--- src/rtl/dlsc_stereobm_postprocess_bestsad.sv ---
// Streaming best-disparity tracker: finds the minimum-SAD disparity of each pixel
// and emits it with its own SAD and the SADs of both neighbouring disparities.
module dlsc_stereobm_postprocess_bestsad #(
    parameter int DISP_BITS   = 6,
    parameter int DISPARITIES = 2**DISP_BITS,
    parameter int SAD_BITS    = 16
) (
    input  logic                 clk,
    input  logic                 rst,
    input  logic                 in_valid,
    output logic                 in_ready,
    input  logic [SAD_BITS-1:0]  in_sad,
    output logic                 out_valid,
    input  logic                 out_ready,
    output logic [DISP_BITS-1:0] out_disp,
    output logic [SAD_BITS-1:0]  out_sad,
    output logic [SAD_BITS-1:0]  out_lo,
    output logic [SAD_BITS-1:0]  out_hi
);

    localparam logic [DISP_BITS-1:0] LAST_DISP = DISP_BITS'(DISPARITIES - 1);

    logic [DISP_BITS-1:0] d_q, d_d;
    logic [DISP_BITS-1:0] best_disp_q, best_disp_d;
    logic [SAD_BITS-1:0]  best_sad_q, best_sad_d;
    logic [SAD_BITS-1:0]  best_lo_q, best_lo_d;
    logic [SAD_BITS-1:0]  best_hi_q, best_hi_d;
    logic [SAD_BITS-1:0]  prev_sad_q, prev_sad_d;
    logic                 hi_pend_q, hi_pend_d;

    logic                 out_valid_q, out_valid_d;
    logic [DISP_BITS-1:0] out_disp_q, out_disp_d;
    logic [SAD_BITS-1:0]  out_sad_q, out_sad_d;
    logic [SAD_BITS-1:0]  out_lo_q, out_lo_d;
    logic [SAD_BITS-1:0]  out_hi_q, out_hi_d;

    logic accept;
    logic is_last;
    logic new_best;

    // The output register is a one-deep skid: it may be refilled in the cycle it is taken.
    assign in_ready = !out_valid_q || out_ready;
    assign accept   = in_valid && in_ready;
    assign is_last  = (d_q == LAST_DISP);
    assign new_best = (d_q == '0) || (in_sad < best_sad_q);

    always_comb begin
        d_d         = d_q;
        best_disp_d = best_disp_q;
        best_sad_d  = best_sad_q;
        best_lo_d   = best_lo_q;
        best_hi_d   = best_hi_q;
        prev_sad_d  = prev_sad_q;
        hi_pend_d   = hi_pend_q;
        out_valid_d = out_valid_q;
        out_disp_d  = out_disp_q;
        out_sad_d   = out_sad_q;
        out_lo_d    = out_lo_q;
        out_hi_d    = out_hi_q;

        if (out_valid_q && out_ready) begin
            out_valid_d = 1'b0;
        end

        if (accept) begin
            d_d        = is_last ? '0 : d_q + 1'b1;
            prev_sad_d = in_sad;
            if (new_best) begin
                best_sad_d  = in_sad;
                best_disp_d = d_q;
                best_lo_d   = (d_q == '0) ? in_sad : prev_sad_q;
                hi_pend_d   = 1'b1;
            end else if (hi_pend_q) begin
                best_hi_d = in_sad;
                hi_pend_d = 1'b0;
            end

            // Results come from the next-state values so the last sample is included;
            // a winner at the last disparity has no upper neighbour and reuses its own SAD.
            if (is_last) begin
                out_valid_d = 1'b1;
                out_disp_d  = best_disp_d;
                out_sad_d   = best_sad_d;
                out_lo_d    = best_lo_d;
                out_hi_d    = hi_pend_d ? in_sad : best_hi_d;
            end
        end
    end

    // NOTE: state registers use non-blocking assignments so every flop samples the
    // pre-edge value of every other flop, independent of statement order.
    always_ff @(posedge clk or posedge rst) begin
        if (rst) begin
            d_q         <= '0;
            best_disp_q <= '0;
            best_sad_q  <= '0;
            best_lo_q   <= '0;
            best_hi_q   <= '0;
            prev_sad_q  <= '0;
            hi_pend_q   <= 1'b0;
            out_valid_q <= 1'b0;
            out_disp_q  <= '0;
            out_sad_q   <= '0;
            out_lo_q    <= '0;
            out_hi_q    <= '0;
        end else begin
            d_q         <= d_d;
            best_disp_q <= best_disp_d;
            best_sad_q  <= best_sad_d;
            best_lo_q   <= best_lo_d;
            best_hi_q   <= best_hi_d;
            prev_sad_q  <= prev_sad_d;
            hi_pend_q   <= hi_pend_d;
            out_valid_q <= out_valid_d;
            out_disp_q  <= out_disp_d;
            out_sad_q   <= out_sad_d;
            out_lo_q    <= out_lo_d;
            out_hi_q    <= out_hi_d;
        end
    end

    assign out_valid = out_valid_q;
    assign out_disp  = out_disp_q;
    assign out_sad   = out_sad_q;
    assign out_lo    = out_lo_q;
    assign out_hi    = out_hi_q;

endmodule

--- config.mk ---
export PLATFORM = sky130hd
export DESIGN_NAME = dlsc_stereobm_postprocess_bestsad
export DESIGN_NICKNAME = d
export VERILOG_FILES = /design/src/rtl/dlsc_stereobm_postprocess_bestsad.sv
export SDC_FILE = /design/constraint.sdc
export NUM_CORES = 1
export LEC_CHECK = 0
export CAP_MARGIN = 10
export CORE_ASPECT_RATIO = 1.25
export CORE_MARGIN = 10
export CORE_UTILIZATION = 25
export CTS_CLUSTER_DIAMETER = 50
export DETAILED_ROUTE_END_ITERATION = 10
export PLACE_DENSITY = 0.54
export SYNTH_ARGS = -nofsm -noshare
export SYNTH_HDL_FRONTEND = slang
export SYNTH_SLANG_ARGS = --single-unit
--- constraint.sdc ---
create_clock -name clk -period 6.6 [get_ports clk]
set_clock_uncertainty 0.05 [all_clocks]
set_input_delay 0.99 -clock clk [delete_from_list [all_inputs] [get_ports clk]]
set_output_delay 0.99 -clock clk [all_outputs]
set_load 0.005 [all_outputs]
---- Word-level counts from Yosys, hierarchy flattened ----
Cells that the tools add are included.
word-level totals
  input bits .............................. 20
  flip-flop bits (word level) ............. 132
  logic and storage cells ................. 35
operators by class
  order comparisons ....................... 1
  $add $sub $neg .......................... 1
  equality and inequality tests ........... 1
  reduce and logical (&&, ||, !) cells .... 7
  muxes and demuxes ....................... 13
operators with widths
  operator                                                       count
  16-bit 2-to-1 mux                                              6
  16-bit < comparator                                            1
  6-bit 2-to-1 mux                                               2
  6-bit by 1-bit adder with 6-bit output, second input constant  1
  6-bit equality test, second input constant                     1
  6-bit zero test                                                1
  1-bit 2-to-1 mux                                               5
  1-bit logical AND                                              2
  1-bit logical OR                                               2
  2-bit AND reduction                                            1
  1-bit zero test                                                1

---- Depth between registers and ports, before layout ----
Gate-level depths: netlist (run 1).
  depth in word-level cells ............... 5
  mapped depth ............................ 10
  mapped depth without buffers ............ 8

---- Worst setup path before layout (run 1) ----
No wires, ideal clock.
  path kind ............................... in2reg
  start ................................... input in_sad[11]
  end ..................................... register best_hi_q[0]
  data required time ...................... 6.425 ns
  slack ................................... 3.272 ns
  stages on the path ...................... 9
  arrival time ............................ 3.153 ns
  cell sequence ........................... ha_1 -> and4_1 -> nand2_1 -> or4_4 -> a31oi_4 -> and3_1 -> buf_2 -> buf_6 -> mux2_2
on the way
  word-level cells in the longest chain between the ends .. 3
RTL lines
  what                  line  source
  start, declared       12    input logic [SAD_BITS-1:0] in_sad,
  16-bit < comparator   45    assign new_best = (d_q == '0) || (in_sad < best_sad_q);
  1-bit logical OR      45
  16-bit 2-to-1 mux     68    if (new_best) begin
  end signal, assigned  111   best_hi_q <= best_hi_d;
  end, declared         27    logic [SAD_BITS-1:0] best_hi_q, best_hi_d;
Every way passes these cells.
A chain may end at the register's enable or synchronous reset.

---- Final worst setup path (run 1) ----
  start ................................... input in_sad[12]
  end ..................................... register best_sad_q[9]
on the way
  word-level cells in the longest chain between the ends .. 3
RTL lines
  what                  line  source
  16-bit < comparator   45
  1-bit logical OR      45
  16-bit 2-to-1 mux     68
  end signal, assigned  109   best_sad_q <= best_sad_d;
  end, declared         25    logic [SAD_BITS-1:0] best_sad_q, best_sad_d;
Every way passes these cells.

==> impl_metrics.env, run 1 <==
export IMPL_cts_clk_slew_worst_paths_ns=0.06
export IMPL_dieHeight_microns=193
export IMPL_dp_cells=925
export IMPL_wire_per_inst_microns=15.8
export IMPL_ys_seq_area_share_pct=54.9
export IMPL_postSynthCellCount=551
export IMPL_power_frac_comb_pct=30.8
export IMPL_met1_usage_pct=13.3
export IMPL_drive_above_1_share_pct=13.3
export IMPL_row_count=63
export IMPL_rrSetupSlack_ns=3.23
export IMPL_antenna_found_initial=0
export IMPL_area_delta_synth_final_pct=28.0
export IMPL_grt_pass1_wl_mm=24.5
export IMPL_synth_area_leaders="dfrtp_1 (55%), mux2i_1 (8.3%), mux2_2 (7.1%), nand2_1 (4.8%), ha_1 (3.5%)"
export IMPL_syn_nets=588
export IMPL_grt_max_degree=76
export IMPL_syn_area_per_cell_sq_um=10.9
export IMPL_slew_headroom_pct=35.5
export IMPL_synth_adder_area_share_pct=3.54
export IMPL_r2r_cells=9
export IMPL_cts_max_level=4
export IMPL_syn_area_sq_um=6010
export IMPL_overflow=0
export IMPL_ys_types=39
export IMPL_hold_path_class="flop to flop"
export IMPL_period_share_pct=63.2
export IMPL_cts_tree="built"
export IMPL_ant_nets=0
export IMPL_synth_compound_area_share_pct=10.5
export IMPL_whs_path_depth=2
export IMPL_p_sw_mw=0.985
export IMPL_die_area_sq_um=30700
export IMPL_power_leakage_nw=3.33
export IMPL_met3_usage_pct=3.10
export IMPL_synth_edf_count=0
export IMPL_nets=656
export IMPL_worst_setup_path_type="primary input to flop"
export IMPL_drt_initial_drc_count=206
export IMPL_setup_ws_ns=2.43
export IMPL_p_int_mw=2.13
export IMPL_synthArstFlopShare_pct=100
export IMPL_drc=0
export IMPL_synth_top_area_share_pct=54.9
export IMPL_synthMuxAreaShare_pct=15.8
export IMPL_cts_hold_repair_buffers=0
export IMPL_arrival_ns=4.41
export IMPL_yosys_area_share_xor_xnor_pct=0.583
export IMPL_antenna_cells=0
export IMPL_synth_commonest_cells="dfrtp_1 (132), nand2_1 (77), mux2i_1 (50)"
export IMPL_layout_cells_non_filler=957
export IMPL_nFillCells=2464
export IMPL_ios=76
export IMPL_fp_coreArea_sq_um=23700
export IMPL_synth_top_family_by_area="multiplexers"
export IMPL_max_freq_mhz=240
export IMPL_via_count=4180
export IMPL_ys_ff_latch=132
export IMPL_initial_core_util_pct=25.3
export IMPL_synth_simple_area_share_pct=10.8
export IMPL_crit_required_ns=6.84
export IMPL_portBuffers=75
export IMPL_detailed_place_hpwl_mm=9.87
export IMPL_start_kind="primary input"
export IMPL_yosysMostFrequentCell="dfrtp_1"
export IMPL_cts_root_buf="clkbuf_16"
export IMPL_die_x_microns=159
export IMPL_post_route_min_period_ns=4.17
export IMPL_crit_path_end_kind="flop"
export IMPL_worstReg2RegStart="best_sad_q[13]"
export IMPL_clock_sinks=132
export IMPL_setup_viol=0
export IMPL_firstDrtPassIters=4
export IMPL_post_cts_buffers=0
export IMPL_cap_violations=0
export IMPL_r2r_end="best_sad_q[9]"
export IMPL_pre_cts_slack_ns=2.03
export IMPL_path_max_fanout=22
export IMPL_grt_pass1_vias=4173
export IMPL_grt_most_used_layer="met2"
export IMPL_drt_total_wl_mm=15.1
export IMPL_routed_via_density=4.37
export IMPL_slew_violations=0
export IMPL_cts_resized=0
export IMPL_ir_drop_uv=196
export IMPL_hold_end="prev_sad_q[5]"
export IMPL_seqPwrFrac_pct=38.3
export IMPL_rsz0062_at_grt="false"
export IMPL_outcome="completed"
export IMPL_p_sw_share_pct=31.6
export IMPL_clock_latency_ns=0.42
export IMPL_powerDensity_nw_per_um2=405
export IMPL_grtUsageTotal_pct=9.99
export IMPL_yosysTopAreaCell="dfrtp_1"
export IMPL_final_hold_violation_count=0
export IMPL_clk_path_buf_depth=2
export IMPL_gp_congestion=0.737
export IMPL_ys_warn_count=0
export IMPL_total_power_mw=3.12
export IMPL_cts_made_buffers=17
export IMPL_use_met2_pct=14.8
export IMPL_holdCritStartpoint="prev_sad_q[5]"
export IMPL_fin_tns_setup_ns=0
export IMPL_clkPwrFrac_pct=30.9
export IMPL_tightest_slew_ns=0.967
export IMPL_synth_top_flop_cell="dfrtp_1"
==> cell type report <==
cell class | instances | area, sq um | area share, %
inverter | 18 | 72.6 | 0.943
clock inverter | 9 | 126 | 1.64
tap | 325 | 407 | 5.28
multi-input combinational | 367 | 2490 | 32.3
timing repair buffer | 83 | 823 | 10.7
sequential | 132 | 3300 | 42.9
clock buffer | 23 | 478 | 6.21
==> cell usage in the layout (no fill, tap or decap), types with 2 or more instances in the layout <==
cell type,count
nor2_1,45
nand2_1,77
dfrtp_1,132
inv_1,17
clkbuf_8,3
and3_1,2
xnor2_1,3
o21ai_0,38
clkdlybuf4s50_1,75
clkbuf_16,17
o311ai_0,14
mux2i_1,50
nand3_1,14
clkinv_2,4
and2_1,3
a31oi_1,2
mux2_1,2
clkbuf_1,3
ha_1,17
buf_4,7
mux2_2,38
bufinv_16,3
nand2b_1,2
nand4_1,3
a21oi_1,39
and4_1,2
==> kinds of logic after synthesis <==
family,count (synthesis)
fa+ha+maj,17
xor+xnor,4
compound gates,102
mux,90
simple gates,154
flops,132
buf+inv,52
==> flip-flops by register name (all words and copies together), names as in the netlist, 16 cells and up <==
| name | count |
|---|---|
| best_hi_q | 16 |
| best_lo_q | 16 |
| best_sad_q | 16 |
| out_hi | 16 |
| out_lo | 16 |
| out_sad | 16 |
| prev_sad_q | 16 |
==> power by group through the flow <==
stage | logic (mW) | clock network (mW) | registers (mW)
floorplan | 0.710 | 0 | 1.17
global placement | 0.967 | 0 | 1.20
detailed placement | 0.978 | 0 | 1.21
CTS | 0.982 | 0.990 | 1.20
global route | 1.08 | 1.02 | 1.23
finish | 0.959 | 0.964 | 1.19
==> metrics by stage <==
step	cell area, sq um	utilization [%]	hold slack, ns
2_1_floorplan	6010	-	0.392
3_3_place_gp	7090	29.9	0.406
3_5_place_dp	7090	29.9	0.412
4_1_cts	7700	32.4	0.426
5_1_grt	7700	32.4	0.445
6_report	7700	32.4	0.423
==> how the worst max path moves through the flow <==
stage | from | endpoint | slack (ns) | cells after the start
5_1_grt | in_sad[13] | best_sad_q[9] | 2.29 | 9
4_1_cts | in_sad[11] | best_sad_q[9] | 2.47 | 9
3_3_place_gp | in_sad[11] | best_sad_q[9] | 2.10 | 9
3_5_place_dp | in_sad[11] | best_sad_q[1] | 2.03 | 9
6_report | in_sad[12] | best_sad_q[9] | 2.43 | 9
2_1_floorplan | rst | best_disp_q[0] | 2.03 | 1
==> critical path, stage by stage <==
cell and delay, ns:
clkdlybuf4s50_1 0.60, ha_1 0.38, and4_1 0.23, nand4_1 0.11
or4_4 0.53, and3_2 0.27, o21ai_4 0.59, buf_4 0.36
mux2_2 0.36
==> metal layers <==
metal / wire length [microns] / up-vias
met5: 0 / -
met3: 771 / 12
li1: - / 2051
met4: 183 / 0
met1: 7350 / 2053
met2: 6800 / 64
No activity file was read; power rests on OpenSTA's default activity.
==> inputs of run 2 (changes only) <==
--- a/config.mk
+++ b/config.mk
@@ -11,7 +11,7 @@
 export CORE_UTILIZATION = 25
 export CTS_CLUSTER_DIAMETER = 50
 export DETAILED_ROUTE_END_ITERATION = 10
-export PLACE_DENSITY = 0.54
+export PLACE_DENSITY = 0.56
 export SYNTH_ARGS = -nofsm -noshare
 export SYNTH_HDL_FRONTEND = slang
 export SYNTH_SLANG_ARGS = --single-unit
==> constraint.sdc (replaced) <==
create_clock -name clk -period 3.3 [get_ports clk]
set_clock_uncertainty 0.05 [all_clocks]
set_input_delay 0.495 -clock clk [delete_from_list [all_inputs] [get_ports clk]]
set_output_delay 0.495 -clock clk [all_outputs]
set_load 0.005 [all_outputs]
==> impl_metrics.env, run 2 (same netlist as run 1, synthesis figures left out) <==
export IMPL_worst_setup_path_type="primary input to flop"
export IMPL_antenna_cells=0
export IMPL_arrival_ns=3.22
export IMPL_wire_per_inst_microns=15.3
export IMPL_fin_tns_setup_ns=0
export IMPL_nets=693
export IMPL_clock_latency_ns=0.42
export IMPL_routed_via_density=4.31
export IMPL_ant_nets=0
export IMPL_cap_violations=0
export IMPL_cpPeakStageDelay_ns=0.53
export IMPL_slew_violations=0
export IMPL_hold_path_class="flop to flop"
export IMPL_cts_max_level=4
export IMPL_start_kind="primary input"
export IMPL_cpMaxStageDelayCell="or4_4"
export IMPL_cts_tree="built"
export IMPL_detailed_place_hpwl_mm=11.0
export IMPL_grtUsageTotal_pct=10.3
export IMPL_drt_initial_drc_count=145
export IMPL_ios=76
export IMPL_slew_headroom_pct=39.0
export IMPL_cts_root_buf="clkbuf_16"
export IMPL_drt_total_wl_mm=15.2
export IMPL_clock_sinks=132
export IMPL_cts_made_buffers=17
export IMPL_cts_resized=0
export IMPL_layout_cells_non_filler=993
export IMPL_post_route_min_period_ns=2.97
export IMPL_multi_input_area_sq_um=2490
export IMPL_die_area_sq_um=30700
export IMPL_period_share_pct=89.9
export IMPL_rsz0062_at_grt="false"
export IMPL_regArea_sq_um=3300
export IMPL_area_delta_synth_final_pct=34.5
export IMPL_final_common_cell="dfrtp_1"
export IMPL_portBuffers=75
export IMPL_setup_ws_ns=0.334
export IMPL_path_max_fanout=16
export IMPL_pre_cts_slack_ns=-0.133
export IMPL_clk_path_buf_depth=2
export IMPL_outcome="completed"
export IMPL_setup_viol=0
export IMPL_crit_path_end_kind="flop"
export IMPL_ir_drop_uv=477
export IMPL_row_count=63
export IMPL_drc=0
export IMPL_antenna_found_initial=0
export IMPL_total_power_mw=6.65
export IMPL_grt_max_degree=52
export IMPL_post_cts_buffers=0
export IMPL_cts_hold_repair_buffers=0
export IMPL_crit_required_ns=3.56
export IMPL_grt_pass1_wl_mm=25.4
export IMPL_mostFrequentLayoutCells="dfrtp_1 (132), nand2_1 (77), clkdlybuf4s50_1 (75), mux2i_1 (50), nor2_1 (45)"
export IMPL_grt_pass1_vias=4464
export IMPL_drive_above_1_share_pct=18.4
export IMPL_via_count=4282
export IMPL_final_hold_violation_count=0
export IMPL_nFillCells=2404
export IMPL_max_freq_mhz=337
export IMPL_firstDrtPassIters=4
export IMPL_fp_coreArea_sq_um=23700
export IMPL_dp_cells=962
export IMPL_cts_clk_slew_worst_paths_ns=0.06
export IMPL_power_leakage_nw=3.54
export IMPL_die_x_microns=159
export IMPL_gp_congestion=0.722
export IMPL_powerDensity_nw_per_um2=822
export IMPL_dieHeight_microns=193
export IMPL_tightest_slew_ns=0.915
export IMPL_initial_core_util_pct=25.3
export IMPL_crit_path_cell_trace="clkdlybuf4s50_1 > ha_1 > and4_1 > nand4_1 > or4_4 > a31oi_4 > and3_1 > buf_12 > mux2_2"
export IMPL_overflow=0
run 2: worst paths after layout:
kind | from | end | slack [ns] | cells after the start
worst max-delay path | in_sad[14] | best_hi_q[0] | 0.33 | 9
worst min-delay path | prev_sad_q[14] | prev_sad_q[14] | 0.42 | 2
worst max register to register | best_sad_q[14] | best_hi_q[0] | 0.51 | 9
worst min register to register | prev_sad_q[14] | prev_sad_q[14] | 0.42 | 2
max in group asynchronous | rst | out_lo[10] | 1.96 | 3
min in group asynchronous | rst | out_disp[1] | 0.50 | 2
run 2: critical path, delay by kind of cell:
family	cells	cell delay, ns
and+or+nand+nor	4	1.12
buffers and inverters	2	0.65
AOI/OAI and AO/OA	1	0.26
adders and majority gates	1	0.34
muxes	1	0.35
run 2: metal layers:
layer	part of all wire, %	up-vias	global-route usage [%]
met5	0	-	0
met3	5.3	9	3.70
met1	49	2066	13.5
met4	0.90	0	2.90
li1	-	2137	-
met2	45	70	15.6
run 2: through the flow:
step | util, % | area (sq um) | hold WS [ns]
5_1_grt | 34.1 | 8090 | 0.445
2_1_floorplan | - | 6020 | 0.392
3_3_place_gp | 31.3 | 7430 | 0.403
6_report | 34.1 | 8090 | 0.420
3_5_place_dp | 31.3 | 7430 | 0.411
4_1_cts | 34.1 | 8090 | 0.426
run 2: cell type report:
class | instances | area share [%]
Sequential cell | 132 | 40.8
Tap cell | 325 | 5.03
Clock inverter | 12 | 2.51
Inverter | 18 | 0.882
Multi-Input combinational cell | 367 | 30.8
Timing Repair Buffer | 120 | 14.4
Clock buffer | 19 | 5.60
run 2: power breakdown:
part	leakage [nW]	total, mW	internal [mW]	switching, mW
combinational	1.53	2.16	1.14	1.01
sequential	1.70	2.39	2.09	0.294
clock	0.308	2.10	1.38	0.724
total	3.54	6.65	4.61	2.03
==> inputs of run 3 (changes only) <==
--- a/config.mk
+++ b/config.mk
@@ -7,11 +7,13 @@
 export LEC_CHECK = 0
 export CAP_MARGIN = 10
 export CORE_ASPECT_RATIO = 1.25
-export CORE_MARGIN = 10
+export CORE_MARGIN = 2
 export CORE_UTILIZATION = 25
 export CTS_CLUSTER_DIAMETER = 50
 export DETAILED_ROUTE_END_ITERATION = 10
 export PLACE_DENSITY = 0.56
+export SLEW_MARGIN = 20
 export SYNTH_ARGS = -nofsm -noshare
 export SYNTH_HDL_FRONTEND = slang
 export SYNTH_SLANG_ARGS = --single-unit
+export TNS_END_PERCENT = 30
==> impl_metrics.env, run 3 (same netlist as run 1, synthesis figures left out) <==
export IMPL_cts_tree="built"
export IMPL_drive_above_1_share_pct=17.6
export IMPL_grt_pass1_vias=4404
export IMPL_area_delta_synth_final_pct=33.0
export IMPL_r2r_cells=9
export IMPL_cts_max_level=4
export IMPL_row_count=63
export IMPL_crit_required_ns=3.55
export IMPL_cpMaxStageDelayCell="clkdlybuf4s50_1"
export IMPL_antenna_cells=0
export IMPL_ir_drop_uv=426
export IMPL_drc=0
export IMPL_cts_resized=0
export IMPL_fin_util_pct=33.8
export IMPL_rsz0062_at_grt="false"
export IMPL_worstReg2RegStart="best_sad_q[14]"
export IMPL_power_leakage_nw=3.51
export IMPL_path_max_fanout=7
export IMPL_cts_clk_slew_worst_paths_ns=0.06
export IMPL_worst_path_buf_inv=2
export IMPL_powerDensity_nw_per_um2=813
export IMPL_crit_path_cell_trace="clkdlybuf4s50_1 > ha_1 > and4_1 > nand4_1 > or4_4 > and3_2 > o21ai_4 > buf_4 > mux2_2"
export IMPL_fin_area_sq_um=8000
export IMPL_cts_root_buf="clkbuf_16"
export IMPL_clock_sinks=132
export IMPL_cpPeakStageDelay_ns=0.55
export IMPL_slew_headroom_pct=50.0
export IMPL_overflow=0
export IMPL_setup_ws_ns=0.231
export IMPL_rrSetupSlack_ns=0.51
export IMPL_antenna_found_initial=0
export IMPL_cp_top_family="simple AND/OR/NAND/NOR gates"
export IMPL_ant_nets=0
export IMPL_outcome="completed"
export IMPL_max_freq_mhz=326
export IMPL_cts_made_buffers=17
export IMPL_die_x_microns=143
export IMPL_r2r_end="best_disp_q[3]"
export IMPL_tightest_slew_ns=0.731
export IMPL_final_common_cell="dfrtp_1"
export IMPL_layout_cells_non_filler=955
export IMPL_start_kind="primary input"
export IMPL_dieHeight_microns=177
export IMPL_fp_coreArea_sq_um=23600
export IMPL_grt_pass1_wl_mm=23.9
export IMPL_arrival_ns=3.32
export IMPL_detailed_place_hpwl_mm=10.3
export IMPL_gp_congestion=0.786
export IMPL_initial_core_util_pct=25.4
export IMPL_post_cts_buffers=0
export IMPL_nets=688
export IMPL_ios=76
export IMPL_final_hold_violation_count=0
export IMPL_drt_initial_drc_count=251
export IMPL_cap_violations=0
export IMPL_firstDrtPassIters=4
export IMPL_period_share_pct=93.0
export IMPL_dp_cells=924
export IMPL_setup_viol=0
export IMPL_grt_max_degree=62
export IMPL_post_route_min_period_ns=3.07
export IMPL_placed_area_sq_um=7370
export IMPL_cp_num_cells=9
export IMPL_worst_setup_path_type="primary input to flop"
export IMPL_clk_path_buf_depth=2
export IMPL_crit_start="in_sad[15]"
export IMPL_clock_latency_ns=0.42
export IMPL_cts_hold_repair_buffers=0
export IMPL_portBuffers=75
export IMPL_grtUsageTotal_pct=12.3
export IMPL_hold_path_class="flop to flop"
export IMPL_via_count=4286
export IMPL_wire_per_inst_microns=15.3
export IMPL_routed_via_density=4.49
export IMPL_crit_path_end_kind="flop"
export IMPL_pre_cts_slack_ns=-0.187
export IMPL_drt_total_wl_mm=14.6
export IMPL_mostFrequentLayoutCells="dfrtp_1 (132), nand2_1 (77), clkdlybuf4s50_1 (75), mux2i_1 (50), nor2_1 (45)"
export IMPL_slew_violations=0
export IMPL_crit_path_end="best_disp_q[3]"
export IMPL_die_area_sq_um=25300
-- run 3: cell count changes in the layout (fill, tap and decap cells not counted), sizes merged --
| cell | delta |
|---|---|
| buf | -5 |
| clkbuf | +1 |
| inv | +1 |
| clkinvlp | -1 |
| bufinv | -1 |
-- run 3: worst reg2reg max path, stage by stage, from the launching register on --
cell and delay [ns]:
dfrtp_1 0.37, inv_1 0.06, ha_1 0.29, and4_1 0.25
nand4_1 0.11, or4_4 0.53, and3_2 0.27, o21ai_4 0.22
buf_4 0.19, mux2_2 0.33
-- run 3: layout make-up --
cell class / count / area, sq um
fill: 2378 / 15700
sequential: 132 / 3300
multi-input combinational: 367 / 2490
timing repair buffer: 115 / 1140
clock buffer: 20 / 457
tap: 292 / 365
clock inverter: 11 / 174
inverter: 18 / 71.3
-- run 3: power by group --
group	switching (mW)	leakage [nW]	internal (mW)	total, mW
Combinational	1.01	1.51	1.09	2.10
Clock	0.711	0.299	1.30	2.02
Sequential	0.292	1.70	2.09	2.38
Total	2.01	3.51	4.49	6.50
-- run 3: through the flow --
stage | power (mW) | hold WS, ns | setup TNS, ns
2_1_floorplan | 3.76 | 0.392 | 0
3_3_place_gp | 4.52 | 0.406 | -5.88
3_5_place_dp | 4.56 | 0.411 | -9.94
4_1_cts | 6.62 | 0.425 | 0
5_1_grt | 6.96 | 0.444 | 0
6_report | 6.50 | 0.420 | 0
-- run 3: layer usage --
| layer | track usage (%) | up-vias | part of all wire [%] |
|---|---|---|---|
| li1 | - | 2129 | - |
| met1 | 16.7 | 2077 | 47 |
| met2 | 19.0 | 69 | 47 |
| met3 | 3.78 | 11 | 4.2 |
| met4 | 3.71 | 0 | 1.1 |
| met5 | 0 | - | 0 |
-- run 3: how the worst min path moves through the flow --
stage / startpoint / endpoint / depth (start not counted)
after floorplan: prev_sad_q[6] / prev_sad_q[6] / 2
after global placement: prev_sad_q[4] / prev_sad_q[4] / 2
after detailed placement: prev_sad_q[7] / prev_sad_q[7] / 2
after CTS: prev_sad_q[11] / prev_sad_q[11] / 2
after global routing: prev_sad_q[7] / prev_sad_q[7] / 2
final: prev_sad_q[9] / prev_sad_q[9] / 2
